--- config.mk ---
export PLATFORM = sky130hd
export DESIGN_NAME = inst_fetcher
export DESIGN_NICKNAME = d
export VERILOG_FILES = /design/src/rtl/inst_fetcher_pkg.sv /design/src/rtl/inst_queue.sv /design/src/rtl/inst_fetcher.sv
export SDC_FILE = /design/constraint.sdc
export NUM_CORES = 1
export LEC_CHECK = 0
export CORE_MARGIN = 2
export CORE_UTILIZATION = 53
export CTS_BUF_LIST = sky130_fd_sc_hd__clkbuf_4
export DETAILED_ROUTE_END_ITERATION = 10
export MAX_ROUTING_LAYER = met4
export PLACE_DENSITY = 0.77
export RECOVER_POWER = 100
export SETUP_SLACK_MARGIN = 0.3
export SLEW_MARGIN = 0
export SYNTH_ARGS = -nofsm -noshare
export SYNTH_HDL_FRONTEND = slang
export SYNTH_SLANG_ARGS = --single-unit
export TNS_END_PERCENT = 5
--- constraint.sdc ---
create_clock -name clk -period 8.26 [get_ports clk]
set_input_delay 1.652 -clock clk [delete_from_list [all_inputs] [get_ports clk]]
set_output_delay 1.652 -clock clk [all_outputs]
set_load 0.05 [all_outputs]
--- src/rtl/inst_fetcher_pkg.sv ---
// Shared fetch/decode definitions: word width, fetch FSM encoding, queue entry layout.
package inst_fetcher_pkg;

  localparam int unsigned WORD_W = 32;

  typedef logic [WORD_W-1:0] word_t;

  typedef enum logic [1:0] {
    IDLE     = 2'd0,
    WAIT_MEM = 2'd1,
    DISCARD  = 2'd2
  } fetch_state_t;

  typedef struct packed {
    word_t inst;
    word_t pc;
  } qentry_t;

  function automatic word_t word_align(input word_t a);
    return {a[WORD_W-1:2], 2'b00};
  endfunction

endpackage

--- src/rtl/inst_queue.sv ---
// Instruction FIFO between fetch and decode; head entry is presented combinationally.
module inst_queue
  import inst_fetcher_pkg::*;
#(
  parameter int unsigned DEPTH = 4
) (
  input  logic                     clk,
  input  logic                     rst,
  input  logic                     push,
  input  logic [WORD_W-1:0]        push_inst,
  input  logic [WORD_W-1:0]        push_pc,
  input  logic                     pop,
  input  logic                     flush,
  output logic [$clog2(DEPTH):0]   count,
  output logic                     head_valid,
  output logic [WORD_W-1:0]        head_inst,
  output logic [WORD_W-1:0]        head_pc
);

  localparam int unsigned AW = $clog2(DEPTH);

  qentry_t        mem [DEPTH];
  logic [AW-1:0]  wr_ptr;
  logic [AW-1:0]  rd_ptr;

  always_ff @(posedge clk) begin
    if (rst || flush) begin
      wr_ptr <= '0;
      rd_ptr <= '0;
      count  <= '0;
    end else begin
      if (push) wr_ptr <= wr_ptr + 1'b1;
      if (pop)  rd_ptr <= rd_ptr + 1'b1;
      case ({push, pop})
        2'b10:   count <= count + 1'b1;
        2'b01:   count <= count - 1'b1;
        default: count <= count;
      endcase
    end
  end

  always_ff @(posedge clk) begin
    if (!rst && !flush && push) mem[wr_ptr] <= '{inst: push_inst, pc: push_pc};
  end

  // Empty queue presents zeros so the decoder never sees stale words.
  assign head_valid = (count != '0);
  assign head_inst  = head_valid ? mem[rd_ptr].inst : '0;
  assign head_pc    = head_valid ? mem[rd_ptr].pc   : '0;

endmodule

--- src/rtl/inst_fetcher.sv ---
// Instruction fetch: single-outstanding memory request FSM, fetch PC, redirect handling.
module inst_fetcher
  import inst_fetcher_pkg::*;
#(
  parameter int unsigned QUEUE_DEPTH = 4,
  parameter logic [31:0] RESET_PC    = 32'h0
) (
  input  logic        clk,
  input  logic        rst,
  input  logic        rdy,
  output logic        mem_req,
  output logic [31:0] mem_addr,
  input  logic        mem_done,
  input  logic [31:0] mem_data,
  output logic        inst_valid,
  output logic [31:0] inst_out,
  output logic [31:0] inst_pc,
  input  logic        inst_ready,
  input  logic        flush,
  input  logic [31:0] flush_pc
);

  localparam int unsigned CW = $clog2(QUEUE_DEPTH) + 1;

  fetch_state_t  state, state_nxt;
  word_t         fetch_pc, fetch_pc_nxt;
  logic          req_nxt;
  word_t         addr_nxt;
  logic          q_push, q_pop, q_flush;
  logic [CW-1:0] q_count;

  always_ff @(posedge clk) begin
    if (rst) begin
      state    <= IDLE;
      fetch_pc <= RESET_PC;
      mem_req  <= 1'b0;
      mem_addr <= RESET_PC;
    end else begin
      state    <= state_nxt;
      fetch_pc <= fetch_pc_nxt;
      mem_req  <= req_nxt;
      mem_addr <= addr_nxt;
    end
  end

  always_comb begin
    state_nxt    = state;
    fetch_pc_nxt = fetch_pc;
    req_nxt      = mem_req;
    addr_nxt     = mem_addr;
    q_push       = 1'b0;
    q_pop        = 1'b0;
    q_flush      = 1'b0;
    if (rdy) begin
      q_flush = flush;
      q_pop   = inst_valid && inst_ready && !flush;
      if (flush) fetch_pc_nxt = word_align(flush_pc);
      case (state)
        IDLE: begin
          if (!flush && (q_count < CW'(QUEUE_DEPTH))) begin
            state_nxt = WAIT_MEM;
            req_nxt   = 1'b1;
            addr_nxt  = fetch_pc;
          end
        end
        WAIT_MEM: begin
          if (mem_done) begin
            state_nxt = IDLE;
            req_nxt   = 1'b0;
            if (!flush) begin
              q_push       = 1'b1;
              fetch_pc_nxt = fetch_pc + 32'd4;
            end
          end else if (flush) begin
            state_nxt = DISCARD;
          end
        end
        DISCARD: begin
          if (mem_done) begin
            state_nxt = IDLE;
            req_nxt   = 1'b0;
          end
        end
        default: begin
          state_nxt = IDLE;
          req_nxt   = 1'b0;
        end
      endcase
    end
  end

  inst_queue #(.DEPTH(QUEUE_DEPTH)) u_queue (
    .clk        (clk),
    .rst        (rst),
    .push       (q_push),
    .push_inst  (mem_data),
    .push_pc    (fetch_pc),
    .pop        (q_pop),
    .flush      (q_flush),
    .count      (q_count),
    .head_valid (inst_valid),
    .head_inst  (inst_out),
    .head_pc    (inst_pc)
  );

endmodule

# Word level (Yosys, flattened, before mapping)

Memory sizes are Yosys's and may differ from the RTL's. A register that Yosys moved wholly into a read port is not among the register bits.
Index checks and enable logic that the tools add are counted.

Bits of input ports: 70
Logic and storage cells: 63
Bits in registers: 74
Memory bits (writable): 256
Memories kept: 1

Memory list:

| memory      | words | bits a word | read ports | clocked after memory_dff | wr ports | line             | text |
|---|---|---|---|---|---|---|---|
| u_queue.mem | 4     | 64          | 1          | 1                        | 1        | inst_queue.sv:22 | `qentry_t mem [DEPTH];` |

Eq/ne operators: 8
Reduce and logical (&&, ||, !) cells: 16
Muxes and demuxes: 25
$lt $le $gt $ge: 1
$add $sub $neg: 5

Operators by type and width:

| kind                                              | number |
|---|---|
| 2-to-1 mux 32 bit                                 | 6 |
| adder 32 x 3 -> 32 bit, second input constant     | 1 |
| 2-to-1 mux 2 bit                                  | 6 |
| 2-to-1 mux 1 bit                                  | 10 |
| case mux 2 bit (3 select lines)                   | 1 |
| case mux 3 bit (2 select lines)                   | 1 |
| AND reduction 3 bit                               | 2 |
| logical AND 1 bit                                 | 5 |
| adder 2 x 1 -> 2 bit, second input constant       | 2 |
| == test 2 x 1 -> 1 bit, second input constant     | 2 |
| == test 2 bit, second input constant              | 2 |
| != test 2 bit, second input constant              | 2 |
| AND reduction 4 bit                               | 1 |
| adder 3 x 1 -> 3 bit, second input constant       | 1 |
| zero test 1 bit                                   | 3 |
| less-than comparator 3 bit, second input constant | 1 |
| != test 3 bit, second input constant              | 1 |
| nonzero test 3 bit                                | 1 |
| subtractor 3 x 1 -> 3 bit, second input constant  | 1 |
| zero test 2 bit                                   | 1 |
| != test 2 x 1 -> 1 bit, second input constant     | 1 |
| case mux 1 bit (2 select lines)                   | 1 |
| nonzero test 2 bit                                | 1 |
| OR reduction 2 bit                                | 1 |
| logical OR 1 bit                                  | 1 |

# Depth between registers and ports, before layout

Depth in word-level cells: 7
Mapped depth: 11

# Hierarchy

From an unflattened synthesis, not the netlist that was laid out.

Cell total of the unflattened synthesis: 885
Area total of the unflattened synthesis: 13510.5 sq um

Modules (own cells, without submodules):

| module       | instances | area an instance (sq um) | cells each |
|---|---|---|---|
| inst_queue   | 1         | 10176.0                  | 453 |
| inst_fetcher | 1         | 3334.4                   | 432 |

# Least setup slack after synthesis

No wires, ideal clock.

Kind: input -> register
Start point: in rdy
End point: mem u_queue.mem[0][0] (netlist name) (enable)
Data required time: 7.831 ns
Stages: 4
Path buffers: 1
Setup time: 0.429 ns
Arrival: 3.832 ns
Slack: 3.999 ns
Cells stage by stage: clkbuf_1 > inv_1 > nor2_1 > and3_1

Word-level cells in the longest chain between the ends: 6
Elaborated cells between the ends (all ways): 7
Those cells by class: mux (4); reduce/logical (3)

RTL lines:

| item                                       | line               | text |
|---|---|---|
| start: declaration                         | inst_fetcher.sv:10 | `input logic rdy,` |
| 2-to-1 mux 1 bit                           | inst_fetcher.sv:54 | `if (rdy) begin` |
| zero test 1 bit                            | inst_queue.sv:43   | `if (!rst && !flush && push) mem[wr_ptr] <= '{inst: push_inst, pc: push_pc};` |
| logical AND 1 bit                          | inst_queue.sv:43   |  |
| logical AND 1 bit (*)                      | inst_queue.sv:43   |  |
| 2-to-1 mux 1 bit (*)                       | inst_queue.sv:43   |  |
| 2-to-1 mux 1 bit (not written as such) (*) | inst_queue.sv:43   |  |
| end: declaration                           | inst_queue.sv:22   |  |

Mark *: on every way between the ends. The rest lies on a longest branch, timed or not.

==> metrics.md <==
| Metric | Value |
|---|---|
| Fin area | `16400 µm²` |
| DRT Pass-1 Iters | `5` |
| Commonest cells post-synth | `edfxtp_1, nand2_1, dfxtp_1` |
| Crit path launch type | `register` |
| Via/cell ratio | `~5.7` |
| Root buf cell | `clkbuf_4` |
| GPL Wtd Cong | `roughly 0.84` |
| Yosys warns | `0` |
| Wirelength per Cell | `a little under 20 µm` |
| Avg Cell Area, Syn | `15.2 µm²` |
| Gr ovfl total | `0` |
| CTS Buffer Depth | `3` |
| Number of port buffers | `approximately 170` |
| Cell accounting for the most synthesized area | `edfxtp_1` |
| Syn_nets | `slightly below 1000` |
| Initial drt markers | `around 700` |
| Fin crit share | `between 70% and 80%` |
| Status | `finished, violations left` |
| Final Setup Violations | `0` |
| Hold Fails Final Rpt | `0` |
| Largest net degree at the start of global routing | `a little under 70` |
| Max cap viols | `7` |
| Clk Latency, worst-skew pair | `0.67 ns` |
| Total CTS buffers | `81` |
| Synth area leaders | `edfxtp_1, dfxtp_1, mux4_2` |
| Fmax | `roughly 160 MHz` |
| Cell Pwr Density | `206 nW/µm²` |
| Static leakage power | `about 0.0057 µW` |
| Max Slew Vio Count | `roughly 360` |
| Share of layout cells above drive strength 1 | `between 10% and 20%` |
| Worst Setup End Kind | `output pin` |
| Vias | `8366` |
| Core Area | `25000 µm²` |
| All-Layer GR Usage | `between 20% and 30%` |
| Initial Util | `between 50% and 60%` |
| Crit path required time | `between 6 and 7 ns` |
| Crit Path Category | `register to output pin` |
| Cells after Synth | `881` |
| Setup TNS | `0 ns` |
| Fraction of registers with async set or reset after synthesis | `0%` |
| Rows | `58` |
| Critical path peak fanout | `43` |
| Worst VDD drop | `roughly 0.091 mV` |
| Die Span X | `around 160 µm` |
| Worst Tran Pin Value | `between 3 and 4 ns` |
| H-tree depth | `3` |
| Sink Count | `about 330` |
| CP arrival | `~4.7 ns` |
| Placed cells | `about 1300` |
| Setup repair bufs after CTS | `0` |
| Post-Syn Area | `13400 µm²` |
| # IOs | `168` |
| Hold Crit Class | `register to register` |
| Hold Slack | `about 0.45 ns` |
| Dominant cell by count in the synthesized netlist | `edfxtp_1` |
| Sequential share of the synthesized area | `between 60% and 70%` |
| CTS resizes | `0` |
| Design Power | `~3400 µW` |
| Final layout net count | `1165` |
| Cell Area, Placed | `15300 µm²` |
| Failing checks | `capacitance limit, slew limit` |
| Worst hold path depth | `2` |
| Non-Filler Instances | `around 1500` |
| Reg2reg path depth | `5` |
| RSZ-0062 raised after global routing | `false` |
| Yosys cell types | `56` |
| Synth-to-layout area growth | `22.3%` |
| Max-slew headroom | `-134%` |
| Period minus WS final | `~6.3 ns` |
| Remaining DRCs | `0` |
| Final WL | `about 29 mm` |
| Die height | `between 150 and 200 µm` |
| First-pass GRT wire length | `about 45 mm` |
| # hold bufs at CTS | `0` |
| Clock Skew | `around 0.026 ns` |
| CTS tree | `yes` |
| Vias in the first global route | `between 8000 and 9000` |
| Antenna Nets Post-Route | `0` |
| Synth Register Bits | `around 330` |
| Area share of the largest cell type after synthesis | `approximately 57%` |
| Clk pin slew, worst setup/hold paths | `~0.06 ns` |
| Post-DP HPWL | `~17 mm` |
| Number of synthesized flops with an enable pin | `~260` |
| Initial antenna violation count | `1` |
| Die area | `around 27000 µm²` |
| Main synth FF type | `edfxtp_1` |
-- stage by stage --
stage | util, % | setup WS [ns]
floorplan | - | 4.00
global placement | 61.4 | 3.58
detailed placement | 61.4 | 3.58
CTS | 65.7 | 2.83
global route | 65.6 | 1.46
finish | 65.6 | 1.96
-- per-layer routing --
| layer | wire (µm) | track usage (%) |
|---|---|---|
| met1 | 12500 | 30.9 |
| met2 | 13700 | 35.6 |
| met3 | 2200 | 5.40 |
| met4 | 406 | 6.48 |
| met5 | 0 | - |
-- layout by cell type, fill, tap and decap left out, types with 3 or more instances in the layout --
master,synthesis,layout
edfxtp_1,256,256
clkbuf_4,0,130
nor2b_1,5,5
o21ai_0,13,13
o31ai_1,5,5
nand3_1,14,14
o211ai_1,7,7
a22o_1,4,4
clkbuf_1,41,3
nor4_1,3,3
a211oi_1,5,5
clkdlybuf4s50_1,0,35
nand2b_1,5,5
a21oi_1,53,53
buf_4,1,4
nor3_1,6,6
ha_1,9,9
a22oi_1,15,15
and2_1,67,65
dfxtp_1,76,74
nor2_1,40,40
nand2_1,89,89
mux2i_1,11,11
or3_1,6,5
clkinv_1,0,12
xor2_1,3,3
o22ai_1,4,4
nand4_1,12,12
and3_1,13,13
inv_1,13,13
mux4_2,64,64
dlygate4sd3_1,0,128
-- logic make-up after synthesis --
kind of cell	after synthesis	synth area share [%]
compound gates	123	5.86
mux	75	11.6
simple gates	273	10.5
fa+ha+maj	10	0.991
flops	332	68.8
buf+inv	63	1.87
xor+xnor	5	0.327
-- state kept, by name (all words and copies together) (netlist names), named ones only --
| name | cells |
|---|---|
| mem_req | 1 |
| fetch_pc | 32 |
| mem_addr | 32 |
| u_queue.wr_ptr | 2 |
| u_queue.mem | 256 |
| state | 2 |
| u_queue.rd_ptr | 2 |
| u_queue.count | 3 |
-- critical path, cell delays in order (launching register included) --
cell,delay (ns)
dfxtp_4,0.93
clkbuf_1,1.41
mux4_2,0.64
and2_1,0.20
dlygate4sd3_1,0.77
-- cell type report --
class                      instances  area (µm²)
sequential                       332        9220
clock inverter                    16         115
clock buffer                     130         976
fill                            1844        8590
multi-input combinational        486        3920
tap                              330         413
antenna                            1        2.50
timing repair buffer             171        1680
inverter                          13        48.8
-- final timing paths --
check,start,to,slack (ns)
worst max-delay path,register,inst_pc[12],1.96
worst max register to register,state[1]$_SDFFE_PP0P_,u_queue.mem[0][14]$_DFFE_PP_,3.98
worst min-delay path,mem_addr[30]$_SDFFE_PP0P_,mem_addr[30]$_SDFFE_PP0P_,0.45
worst min register to register,mem_addr[30]$_SDFFE_PP0P_,mem_addr[30]$_SDFFE_PP0P_,0.45
-- power breakdown --
group          leakage [µW]  switching (µW)  internal [µW]
logic               0.00213            84.8           58.0
clock network      0.000653             623            774
registers           0.00294            28.8           1810
total               0.00573             736           2640
Note: power is estimated with default switching activity, not from simulation.
